[src/rtl/ffd_arb_pkg.sv]
// Shared types, defaults and the round-robin winner search for the FFD bank arbiter.
package ffd_arb_pkg;

    localparam int unsigned DEF_NREQ  = 4;
    localparam int unsigned DEF_NREG  = 4;
    localparam int unsigned DEF_WIDTH = 4;
    localparam int unsigned MAX_NREQ  = 8;

    typedef enum logic {
        ST_IDLE  = 1'b0,
        ST_GRANT = 1'b1
    } state_t;

    // Index of the first set request at or after ptr, wrapping modulo nreq.
    function automatic logic [2:0] next_rr(
        input logic [MAX_NREQ-1:0] req,
        input logic [2:0]          ptr,
        input int unsigned         nreq
    );
        logic [2:0]  win;
        logic        found;
        int unsigned idx;
        win   = 3'd0;
        found = 1'b0;
        for (int unsigned k = 0; k < MAX_NREQ; k++) begin
            idx = (32'(ptr) + k) % nreq;
            if (!found && (k < nreq) && req[idx[2:0]]) begin
                win   = idx[2:0];
                found = 1'b1;
            end
        end
        return win;
    endfunction

endpackage

[src/rtl/en_reg.sv]
// WIDTH-bit enabled D register with synchronous active-high reset.
module en_reg #(
    parameter int unsigned WIDTH = 4
) (
    input  logic             clk,
    input  logic             reset,
    input  logic             en,
    input  logic [WIDTH-1:0] d,
    output logic [WIDTH-1:0] q
);

    // Load d when enabled, otherwise hold.
    always_ff @(posedge clk) begin
        if (reset) begin
            q <= '0;
        end else if (en) begin
            q <= d;
        end
    end

endmodule

[src/rtl/ffd_bank_arbiter.sv]
// Round-robin arbiter that sequences single-cycle writes into a shared FFD register bank.
module ffd_bank_arbiter
    import ffd_arb_pkg::*;
#(
    parameter int unsigned NREQ  = DEF_NREQ,
    parameter int unsigned NREG  = DEF_NREG,
    parameter int unsigned WIDTH = DEF_WIDTH,
    parameter int unsigned AW    = 2
) (
    input  logic                  clk,
    input  logic                  reset,
    input  logic [NREQ-1:0]       req,
    input  logic [NREQ*AW-1:0]    addr,
    input  logic [NREQ*WIDTH-1:0] data,
    output logic [NREQ-1:0]       gnt,
    output logic                  busy,
    output logic [NREG*WIDTH-1:0] q
);

    localparam int unsigned PW = (NREQ > 1) ? $clog2(NREQ) : 1;

    state_t            state;
    logic [PW-1:0]     ptr;
    logic [PW-1:0]     win;
    logic [AW-1:0]     laddr;
    logic [WIDTH-1:0]  ldata;

    logic [PW-1:0]     sel;
    logic [AW-1:0]     sel_addr;
    logic [WIDTH-1:0]  sel_data;
    logic [NREG-1:0]   reg_en;

    // Pick the round-robin winner and mux out its payload.
    always_comb begin
        sel      = PW'(next_rr(MAX_NREQ'(req), 3'(ptr), NREQ));
        sel_addr = '0;
        sel_data = '0;
        for (int unsigned i = 0; i < NREQ; i++) begin
            if (sel == PW'(i)) begin
                sel_addr = addr[i*AW +: AW];
                sel_data = data[i*WIDTH +: WIDTH];
            end
        end
    end

    // Single register enable, active only in GRANT.
    always_comb begin
        reg_en = '0;
        if (state == ST_GRANT) begin
            reg_en[laddr] = 1'b1;
        end
    end

    // Arbitration FSM, pointer and payload latch.
    always_ff @(posedge clk) begin
        if (reset) begin
            state <= ST_IDLE;
            gnt   <= '0;
            busy  <= 1'b0;
            ptr   <= '0;
            win   <= '0;
            laddr <= '0;
            ldata <= '0;
        end else begin
            case (state)
                ST_IDLE: begin
                    if (|req) begin
                        win   <= sel;
                        laddr <= sel_addr;
                        ldata <= sel_data;
                        gnt   <= NREQ'(1) << sel;
                        busy  <= 1'b1;
                        state <= ST_GRANT;
                    end
                end
                ST_GRANT: begin
                    gnt   <= '0;
                    busy  <= 1'b0;
                    ptr   <= (win == PW'(NREQ - 1)) ? '0 : win + PW'(1);
                    state <= ST_IDLE;
                end
                default: begin
                    state <= ST_IDLE;
                end
            endcase
        end
    end

    // The register bank itself; q is taken straight from the flops.
    for (genvar r = 0; r < NREG; r++) begin : g_bank
        en_reg #(.WIDTH(WIDTH)) u_reg (
            .clk   (clk),
            .reset (reset),
            .en    (reg_en[r]),
            .d     (ldata),
            .q     (q[r*WIDTH +: WIDTH])
        );
    end

endmodule
[config.mk]
export PLATFORM = sky130hd
export DESIGN_NAME = ffd_bank_arbiter
export DESIGN_NICKNAME = d
export VERILOG_FILES = /design/src/rtl/ffd_arb_pkg.sv /design/src/rtl/en_reg.sv /design/src/rtl/ffd_bank_arbiter.sv
export SDC_FILE = /design/constraint.sdc
export NUM_CORES = 1
export LEC_CHECK = 0
export CAP_MARGIN = 30
export CORE_UTILIZATION = 47
export CTS_BUF_LIST = sky130_fd_sc_hd__clkbuf_16
export CTS_CLUSTER_SIZE = 25
export DETAILED_ROUTE_END_ITERATION = 8
export GPL_ROUTABILITY_DRIVEN = 1
export PLACE_DENSITY = 0.83
export SLEW_MARGIN = 20
export SYNTH_ARGS = -nofsm -noshare
export SYNTH_HDL_FRONTEND = slang
export SYNTH_HIERARCHICAL = 1
export SYNTH_SLANG_ARGS = --single-unit
[constraint.sdc]
create_clock -name clk -period 2.8 [get_ports clk]
set_clock_uncertainty 0.15 [all_clocks]
set_input_delay 0.56 -clock clk [delete_from_list [all_inputs] [get_ports clk]]
set_output_delay 0.56 -clock clk [all_outputs]
set_load 0.02 [all_outputs]
==> summary.txt, run 1 <==
Floorplan
  – Core Box Area: 0.00283 mm2
  – I/O pin cnt: 51
  – Die area: 0.00330 mm2
  – Initial core utilization: 51.1%
  – FP Rows: 19
  – Die Ht: 57.5 um
  – Die X-Extent: 57.5 um

Layout
  – Area of the multi-input gates: 758 um2
  – N_diodes: 0
  – Filler instances: 215
  – Register area: 641 um2
  – Nets: 227
  – Share of post-route cells with drive strength above 1: 5.61%
  – Area delta synth->final: 45.0%
  – Fin cells: 227
  – Design area: 0.00210 mm2

STA
  – Slew headroom: 53.8%
  – Final Cycle Share: 85.8%
  – RSZ-0062 raised after global routing: no
  – Setup violators final: 0
  – Fin crit period: 2.40 ns
  – Setup TNS Final: 0 ns
  – Max Fclk: 0.416 GHz
  – Final hold violation count: 0
  – Worst-Margin Slew: 0.691 ns
  – Final Slew Violations: 0

Status
  – Status: finished with violations
  – Failing checks: DRC

Synth
  – Share of flip-flops with an asynchronous set or reset: 0%
  – YS warnings: 6
  – Cell count after synthesis: 144
  – Post-synth EDFFs: 0
  – Syn Nets: 175
  – Syn avg cell area: 10.0 um2
  – Post-synthesis sequential area ratio: 44.3%
  – Library cells used by synthesis: 38
  – Main flop type after synthesis: dfxtp_1
  – Seq cells post-synth: 32
  – Mapped Area: 0.00145 mm2

Placed design
  – DP HPWL: 2.68 mm
  – RePlAce Congestion: 0.847
  – DP Area: 0.00196 mm2
  – Placed insts: 220
  – Port-buffer cells: 50

Pwr
  – Worst IR drop on VDD: 0.438 mV
  – Flop pwr share: 42.7%
  – Cell Pwr Density: 580 mW/mm2
  – Power, Total: 1.22 mW
  – Leakage power figure: 0.800 nW
  – Net Switching: 305 uW
  – Clock power frac: 40.6%
  – Internal power: 912 uW
  – Combinational power share: 16.8%
  – Switching fraction of total power: 25.0%

Critical path
  – Critical path startpoint category: primary input
  – CP delay by family, top: compound AO/OA/AOI/OAI gates
  – Reg2reg start: ptr[1]$_SDFFE_PP0P_
  – CP Class: primary input to flip-flop
  – Worst Path Buf+Inv: 1
  – R2R Path End: laddr[0]$_SDFFE_PP0P_
  – CP endpoint kind: flip-flop
  – WP data arrival: 2.38 ns
  – Setup slack, reg-to-reg: 0.79 ns
  – Slowest stage delay, CP: 0.58 ns
  – Crit path top cell by count: mux2i_1
  – WP data required: 2.78 ns
  – Worst Reg-to-Reg Cells: 4
  – Crit-path cells: clkdlybuf4s50_1 > mux2i_1 > o221ai_4 > mux2i_1 > o221ai_1
  – Slowest CP cell: clkdlybuf4s50_1
  – Peak fanout along the critical path: 17

Clocking
  – Clk slew on worst S/H paths: 0.05 ns
  – Post-CTS Resized: 0
  – CTS sink count: 32
  – H-Tree Depth: 2
  – Clk_lat worst skew: 0.27 ns
  – Clk buf depth: 2
  – Cts-stage hold buffer count: 0
  – CTS root buffer: clkbuf_16
  – Num CTS Buffers: 5
  – Post-CTS setup buffer count: 0
  – CTS tree: done

Global routing
  – Pin count of the biggest net entering global routing: 28
  – Initial antenna violation count: 0
  – Gr usage total: 25.5%
  – Gr ovfl total: 0
  – Vias in the first global route: 1315
  – Global-route wire length before repair: 6.20 mm

Hold path
  – Hold depth: 2
  – End of the worst hold path: gnt[2]$_SDFFE_PP0P_
  – Hold Path Class: flip-flop to flip-flop
  – Hold wc startpoint: gnt[2]$_SDFFE_PP0P_

Route
  – Via count: 1302
  – Initial DRC Count: 54
  – TritonRoute pass-1 iters: 6
  – WL final: 3.86 mm
  – Vias per std cell: 5.74
  – Final ANT Viol Nets: 0
  – DRC Markers: 4
  – Drt wl/cell: 17.0 um

Run
  – Max-cap viol count: 0
==> worst max-delay path by stage <==
| stage | startpoint | endpoint | slack, ns | cells after the start |
|---|---|---|---|---|
| after floorplan | req[1] | laddr[0]$_SDFFE_PP0P_ | 0.94 | 5 |
| after global placement | req[2] | ldata[2]$_SDFFE_PP0P_ | 0.26 | 5 |
| after detailed placement | req[2] | laddr[1]$_SDFFE_PP0P_ | 0.18 | 5 |
| after CTS | req[2] | laddr[0]$_SDFFE_PP0P_ | 0.39 | 5 |
| after global routing | req[2] | ldata[2]$_SDFFE_PP0P_ | 0.29 | 5 |
| final | req[2] | laddr[0]$_SDFFE_PP0P_ | 0.40 | 5 |
==> area by class of cell <==
cell class	instances	share of cell area, %
clock inverters	2	0.358
well taps	31	1.85
inverters	1	0.179
multi-input cells	103	36.2
flip-flops and latches	32	30.5
clock buffers	5	5.97
repair buffers	53	24.9
==> placed cells by master, fill, tap and decap left out, types with 2 or more instances in the layout <==
master           instances
nand3_1                  2
a21oi_1                  3
nor2b_1                  2
a21boi_0                 2
nand2_1                  7
clkbuf_16                5
clkinv_1                 2
buf_4                    3
clkdlybuf4s50_1         50
o221ai_1                 6
nand3b_1                 6
mux2i_1                 31
dfxtp_1                 32
nor2_1                  21
==> sequential cells by signal, indices dropped and copies added, names as in the netlist <==
signal          count
ptr                 2
win                 2
ldata               4
laddr               2
busy                1
state               1
g_bank.u_reg/q     16
gnt                 4
==> per-layer routing <==
layer | vias up | part of all wire, % | GRT usage [%] | wire (um)
met3 | 9 | 5.7 | 6.58 | 221
met5 | - | 0 | 0 | 0
met4 | 0 | 2.3 | 11.5 | 88
li1 | 623 | - | - | -
met2 | 46 | 51 | 43.4 | 1950
met1 | 624 | 41 | 30.0 | 1600
==> cells by family (layout without fill, tap and decap cells) <==
| kind of cell | after synthesis | in the layout | synth area share [%] |
|---|---|---|---|
| muxes | 31 | 31 | 21.5 |
| adders and majority gates | 1 | 1 | 0.865 |
| AOI/OAI and AO/OA | 22 | 22 | 13.0 |
| buffers and inverters | 9 | 61 | 3.29 |
| and+or+nand+nor | 49 | 49 | 17.1 |
| DFF | 32 | 32 | 44.3 |
==> power by group through the flow <==
stage | sequential, mW | combinational (mW) | clock (mW)
2_1_floorplan | 0.524 | 0.109 | 0
3_3_place_gp | 0.526 | 0.194 | 0
3_5_place_dp | 0.527 | 0.201 | 0
4_1_cts | 0.518 | 0.205 | 0.506
5_1_grt | 0.522 | 0.219 | 0.523
6_report | 0.519 | 0.204 | 0.494
==> worst min-delay path: stages, from the launching register on <==
cell      delay, ns
dfxtp_1        0.31
nand2_1        0.05
a21boi_0       0.06
==> synth_stat cells, types with 2 or more instances <==
cell / number / area share, %
dfxtp_1: 32 / 44
mux2i_1: 31 / 21
nor2_1: 21 / 5.5
nand2_1: 7 / 1.8
nand3b_1: 6 / 3.1
o221ai_1: 6 / 3.6
clkbuf_2: 4 / 1.4
a21oi_1: 3 / 1.0
a21boi_0: 2 / 1.0
clkbuf_1: 2 / 0.52
nand3_1: 2 / 0.69
nor2b_1: 2 / 0.86
==> stage by stage <==
step / hold slack (ns) / setup slack [ns] / utilization [%]
floorplan: 0.290 / 0.935 / -
global placement: 0.303 / 0.262 / 69.4
detailed placement: 0.305 / 0.183 / 69.4
CTS: 0.317 / 0.389 / 74.1
global route: 0.347 / 0.293 / 74.1
finish: 0.316 / 0.396 / 74.1
No activity file was read; power rests on OpenSTA's default activity.
==> inputs of run 2 (changes only) <==
- GPL_TIMING_DRIVEN: unset -> 0
==> summary.txt, run 2 (same netlist as run 1, synthesis figures left out) <==
Status
  – Status: finished with violations
  – Failing checks: DRC

STA
  – Setup TNS Final: 0 ns
  – Max Fclk: 0.395 GHz
  – Slew headroom: 51.0%
  – Final Cycle Share: 90.4%
  – Fin crit period: 2.53 ns
  – Hold WS: 0.311 ns
  – Final hold violation count: 0
  – Final Slew Violations: 0
  – RSZ-0062 raised after global routing: no
  – Worst-Margin Slew: 0.727 ns
  – Setup violators final: 0

Floorplan
  – Core Box Area: 0.00283 mm2
  – Die Ht: 57.5 um
  – Die area: 0.00330 mm2
  – I/O pin cnt: 51
  – Initial core utilization: 51.1%
  – Die X-Extent: 57.5 um
  – FP Rows: 19

Placed design
  – Port-buffer cells: 50
  – RePlAce Congestion: 0.812
  – DP Area: 0.00199 mm2
  – DP HPWL: 2.47 mm

Global routing
  – Global-route wire length before repair: 5.90 mm
  – Pin count of the biggest net entering global routing: 20
  – Gr ovfl total: 0
  – Initial antenna violation count: 0
  – Vias in the first global route: 1309
  – Gr usage total: 23.9%

Pwr
  – Worst IR drop on VDD: 0.472 mV
  – Combinational power share: 17.4%
  – Net Switching: 295 uW
  – Internal power: 915 uW
  – Flop pwr share: 42.4%
  – Clock power frac: 40.2%
  – Leakage power figure: 0.816 nW
  – Switching fraction of total power: 24.4%
  – Cell Pwr Density: 572 mW/mm2

Layout
  – Share of post-route cells with drive strength above 1: 6.97%
  – N_diodes: 0
  – Largest reg by FF count: g_bank.u_reg/q
  – Area delta synth->final: 46.5%
  – Regs by FF count: g_bank.u_reg/q (16), gnt (4), ldata (4)
  – Filler instances: 201
  – Design area: 0.00212 mm2
  – Nets: 232
  – Commonest cells after routing, fill and taps aside: 50 x clkdlybuf4s50_1, 32 x dfxtp_1, 31 x mux2i_1
  – Max reg flops: 16
  – Most common cell after layout, fill and taps aside: clkdlybuf4s50_1

Critical path
  – Slowest CP cell: nor4_1
  – CP Class: primary input to flip-flop
  – CP delay by family, top: simple AND/OR/NAND/NOR gates
  – Critical path startpoint category: primary input
  – Slowest stage delay, CP: 0.67 ns
  – Peak fanout along the critical path: 6
  – Worst Path Buf+Inv: 1
  – WP data arrival: 2.49 ns
  – WP data required: 2.76 ns
  – Setup slack, reg-to-reg: 0.87 ns
  – Crit-path cells: clkdlybuf4s50_1 > nor4_1 > nor3_1 > o21ai_0 > o221ai_1
  – CP endpoint kind: flip-flop

Clocking
  – Clk slew on worst S/H paths: 0.05 ns
  – Post-CTS setup buffer count: 0
  – Num CTS Buffers: 5
  – CTS root buffer: clkbuf_16
  – CTS sink count: 32
  – Clk_lat worst skew: 0.27 ns
  – Cts-stage hold buffer count: 0
  – CTS tree: done
  – Post-CTS Resized: 0
  – H-Tree Depth: 2
  – Clk buf depth: 2

Route
  – Drt wl/cell: 15.3 um
  – WL final: 3.54 mm
  – Via count: 1288
  – TritonRoute pass-1 iters: 6
  – Initial DRC Count: 48
  – Vias per std cell: 5.55
  – DRC Markers: 4
  – Final ANT Viol Nets: 0

Hold path
  – Hold Path Class: flip-flop to flip-flop

Run
  – Max-cap viol count: 0
==> run 2: worst register-to-register path: stages (launching register included) <==
cell,delay (ns)
dfxtp_1,0.44
nand2_1,0.11
a221oi_1,0.44
o21ai_0,0.39
o221ai_1,0.31
==> run 2: metrics by stage <==
step	std cells	worst slack [ns]	total power, mW	util [%]
global placement	225	0.0872	0.723	70.2
global route	232	0.130	1.26	74.9
CTS	232	0.283	1.22	74.9
detailed placement	225	0.0603	0.729	70.2
floorplan	144	0.935	0.634	-
finish	232	0.269	1.21	74.9
==> run 2: area by class of cell <==
| class | instances | area [um2] | area share, % |
|---|---|---|---|
| inverters | 1 | 3.75 | 0.177 |
| clock buffers | 5 | 125 | 5.91 |
| clock inverters | 2 | 7.51 | 0.354 |
| well taps | 31 | 38.8 | 1.83 |
| multi-input cells | 103 | 758 | 35.8 |
| flip-flops and latches | 32 | 641 | 30.2 |
| plain buffers | 8 | 43.8 | 2.07 |
| repair buffers | 50 | 500 | 23.6 |
==> run 2: worst paths after layout <==
check	start	end	cells past startpoint
max	req[3]	ldata[3]$_SDFFE_PP0P_	5
min	gnt[1]$_SDFFE_PP0P_	gnt[1]$_SDFFE_PP0P_	2
max reg2reg	ptr[1]$_SDFFE_PP0P_	ldata[3]$_SDFFE_PP0P_	4
min reg2reg	gnt[1]$_SDFFE_PP0P_	gnt[1]$_SDFFE_PP0P_	2
==> run 2: per-layer routing <==
metal / wire length, um / vias to the layer above / track usage [%]
li1: - / 634 / -
met1: 1540 / 604 / 28.3
met2: 1710 / 40 / 40.0
met3: 204 / 10 / 6.80
met4: 85 / 0 / 10.5
met5: 0 / - / 0
==> run 2: power groups by stage <==
stage / Clock, mW / Sequential, mW / Combinational (mW)
final: 0.487 / 0.514 / 0.211
after global routing: 0.512 / 0.517 / 0.228
after CTS: 0.494 / 0.514 / 0.211
after detailed placement: 0 / 0.522 / 0.207
after global placement: 0 / 0.521 / 0.203
after floorplan: 0 / 0.524 / 0.109
==> inputs of run 3 (changes only) <==
- SYNTH_HIERARCHICAL: 1 -> unset
==> summary.txt, run 3 <==
Floorplan
  – Die area: 0.00328 mm2
  – I/O pin cnt: 51
  – Die Ht: 57.3 um
  – Die X-Extent: 57.3 um
  – Core Box Area: 0.00283 mm2
  – Initial core utilization: 50.8%
  – FP Rows: 19

Global routing
  – Gr ovfl total: 0
  – Pin count of the biggest net entering global routing: 12
  – Gr usage total: 25.5%
  – Vias in the first global route: 1418
  – Global-route wire length before repair: 6.31 mm
  – Initial antenna violation count: 0

Hold path
  – Hold wc startpoint: busy$_SDFFE_PP0P_
  – Hold Path Class: flip-flop to flip-flop

Synth
  – Mapped Area: 0.00144 mm2
  – Cell count after synthesis: 153
  – Post-synth EDFFs: 0
  – Yosys top cell area share: 44.6%
  – Library cells used by synthesis: 32
  – YS warnings: 0
  – Commonest cells in the netlist: 32 x dfxtp_1, 27 x nor2_1, 18 x mux2i_1
  – Main flop type after synthesis: dfxtp_1
  – Syn Nets: 184
  – Syn avg cell area: 9.40 um2
  – Count leader, synth: dfxtp_1
  – Area leader, netlist: dfxtp_1
  – Ranking of synthesized cells by area: dfxtp_1 45%, mux2i_1 13%, nor2_1 7.0%
  – Post-synthesis sequential area ratio: 44.6%
  – Share of flip-flops with an asynchronous set or reset: 0%
  – Seq cells post-synth: 32

STA
  – Hold WS: 0.294 ns
  – Worst-Margin Slew: 0.898 ns
  – Fin crit period: 2.64 ns
  – Slew headroom: 39.6%
  – Final Cycle Share: 94.2%
  – RSZ-0062 raised after global routing: no
  – Final hold violation count: 0
  – Final Slew Violations: 0
  – Max Fclk: 0.379 GHz
  – Setup violators final: 0

Clocking
  – Clk slew on worst S/H paths: 0.05 ns
  – CTS tree: done
  – CTS sink count: 32
  – Post-CTS setup buffer count: 0
  – Cts-stage hold buffer count: 0
  – H-Tree Depth: 2
  – Clk_lat worst skew: 0.28 ns
  – Clk buf depth: 2
  – CTS root buffer: clkbuf_16
  – Post-CTS Resized: 0
  – Num CTS Buffers: 5

Placed design
  – Port-buffer cells: 50
  – Placed insts: 234
  – RePlAce Congestion: 0.747
  – DP HPWL: 2.81 mm

Critical path
  – Reg2reg start: ptr[0]$_SDFFE_PP0P_
  – Slowest CP cell: or4_4
  – Worst Path Buf+Inv: 2
  – Peak fanout along the critical path: 10
  – Crit-path cells: clkdlybuf4s50_1 > nor2b_1 > or4_4 > buf_4 > and3_1 > a211o_1 > a32o_1
  – Critical path startpoint category: primary input
  – CP delay by family, top: simple AND/OR/NAND/NOR gates
  – Critical Path Source: req[0]
  – CP endpoint kind: flip-flop
  – CP Class: primary input to flip-flop
  – WP data arrival: 2.65 ns
  – WP data required: 2.81 ns
  – Slowest stage delay, CP: 0.54 ns

Pwr
  – Worst IR drop on VDD: 0.439 mV
  – Power, Total: 1.36 mW
  – Leakage power figure: 0.910 nW
  – Cell Pwr Density: 630 mW/mm2

Status
  – Status: finished with violations
  – Failing checks: DRC

Route
  – Initial DRC Count: 89
  – Final ANT Viol Nets: 0
  – TritonRoute pass-1 iters: 6
  – Vias per std cell: 5.96
  – Via count: 1448
  – Drt wl/cell: 16.6 um
  – WL final: 4.03 mm
  – DRC Markers: 4

Layout
  – Commonest cells after routing, fill and taps aside: 50 x clkdlybuf4s50_1, 32 x dfxtp_1, 27 x nor2_1
  – Regs by FF count: g_bank.u_reg.q (16), gnt (4), ldata (4)
  – Max reg flops: 16
  – Largest reg by FF count: g_bank.u_reg.q
  – Share of post-route cells with drive strength above 1: 9.43%
  – Final design utilization: 76.2%
  – Most common cell after layout, fill and taps aside: clkdlybuf4s50_1
  – Fin cells: 243
  – N_diodes: 0
  – Nets: 242
  – Area delta synth->final: 50.0%

Run
  – Max-cap viol count: 0
run 3: cell count changes in the layout (fill, tap and decap cells not counted), sizes merged, moves of 5 or more:
cell,change
nand3,+11
and3,+5
o21ai,+7
nor2,+7
mux2i,-13
a211o,+6
o221ai,-7
a32o,+6
run 3: path summary, 6_finish.rpt:
kind | to | slack (ns) | cells past startpoint
max | laddr[1]$_SDFFE_PP0P_ | 0.16 | 7
min | busy$_SDFFE_PP0P_ | 0.29 | 2
max reg2reg | laddr[1]$_SDFFE_PP0P_ | 0.67 | 6
min reg2reg | busy$_SDFFE_PP0P_ | 0.29 | 2
run 3: metal layers:
layer / global-route usage [%] / vias up / share of wire [%]
li1: - / 678 / -
met5: 0 / - / 0
met1: 28.6 / 692 / 40
met3: 7.03 / 14 / 6.9
met4: 10.8 / 0 / 2.4
met2: 45.4 / 64 / 51
run 3: kinds of logic (layout without fill, tap and decap cells):
kind of cell,Yosys count,in the layout,share of synthesized area (%)
buffers and inverters,8,67,3.48
AOI/OAI and AO/OA,29,29,14.9
muxes,18,18,12.5
DFF,32,32,44.6
and+or+nand+nor,65,65,23.7
adders and majority gates,1,1,0.870
run 3: area by class of cell:
type                       count  area [um2]
inverter                       1        3.75
tap                           31        38.8
buffer                         7        46.3
clock inverter                 3        42.5
timing repair buffer          51         505
sequential                    32         641
fill                         198         673
multi-input combinational    113         753
clock buffer                   5         125
run 3: power by group:
part	internal (mW)	switching (mW)	total [mW]
logic	0.122	0.110	0.232
registers	0.483	0.0274	0.511
clock network	0.417	0.198	0.616
total	1.02	0.336	1.36
run 3: metrics by stage:
stage          setup WS, ns  instance area [um2]  TNS (ns)
2_1_floorplan         0.506                 1440         0
3_3_place_gp        -0.0308                 1980   -0.0670
3_5_place_dp        -0.0738                 1980    -0.190
4_1_cts               0.172                 2140         0
5_1_grt              0.0571                 2160         0
6_report              0.162                 2160         0
run 3: worst reg2reg max path, delay by kind of cell (launching register included):
family | cells | cell delay, ns
AOI/OAI and AO/OA | 2 | 0.52
buffers and inverters | 1 | 0.16
DFF | 1 | 0.35
and+or+nand+nor | 3 | 0.84
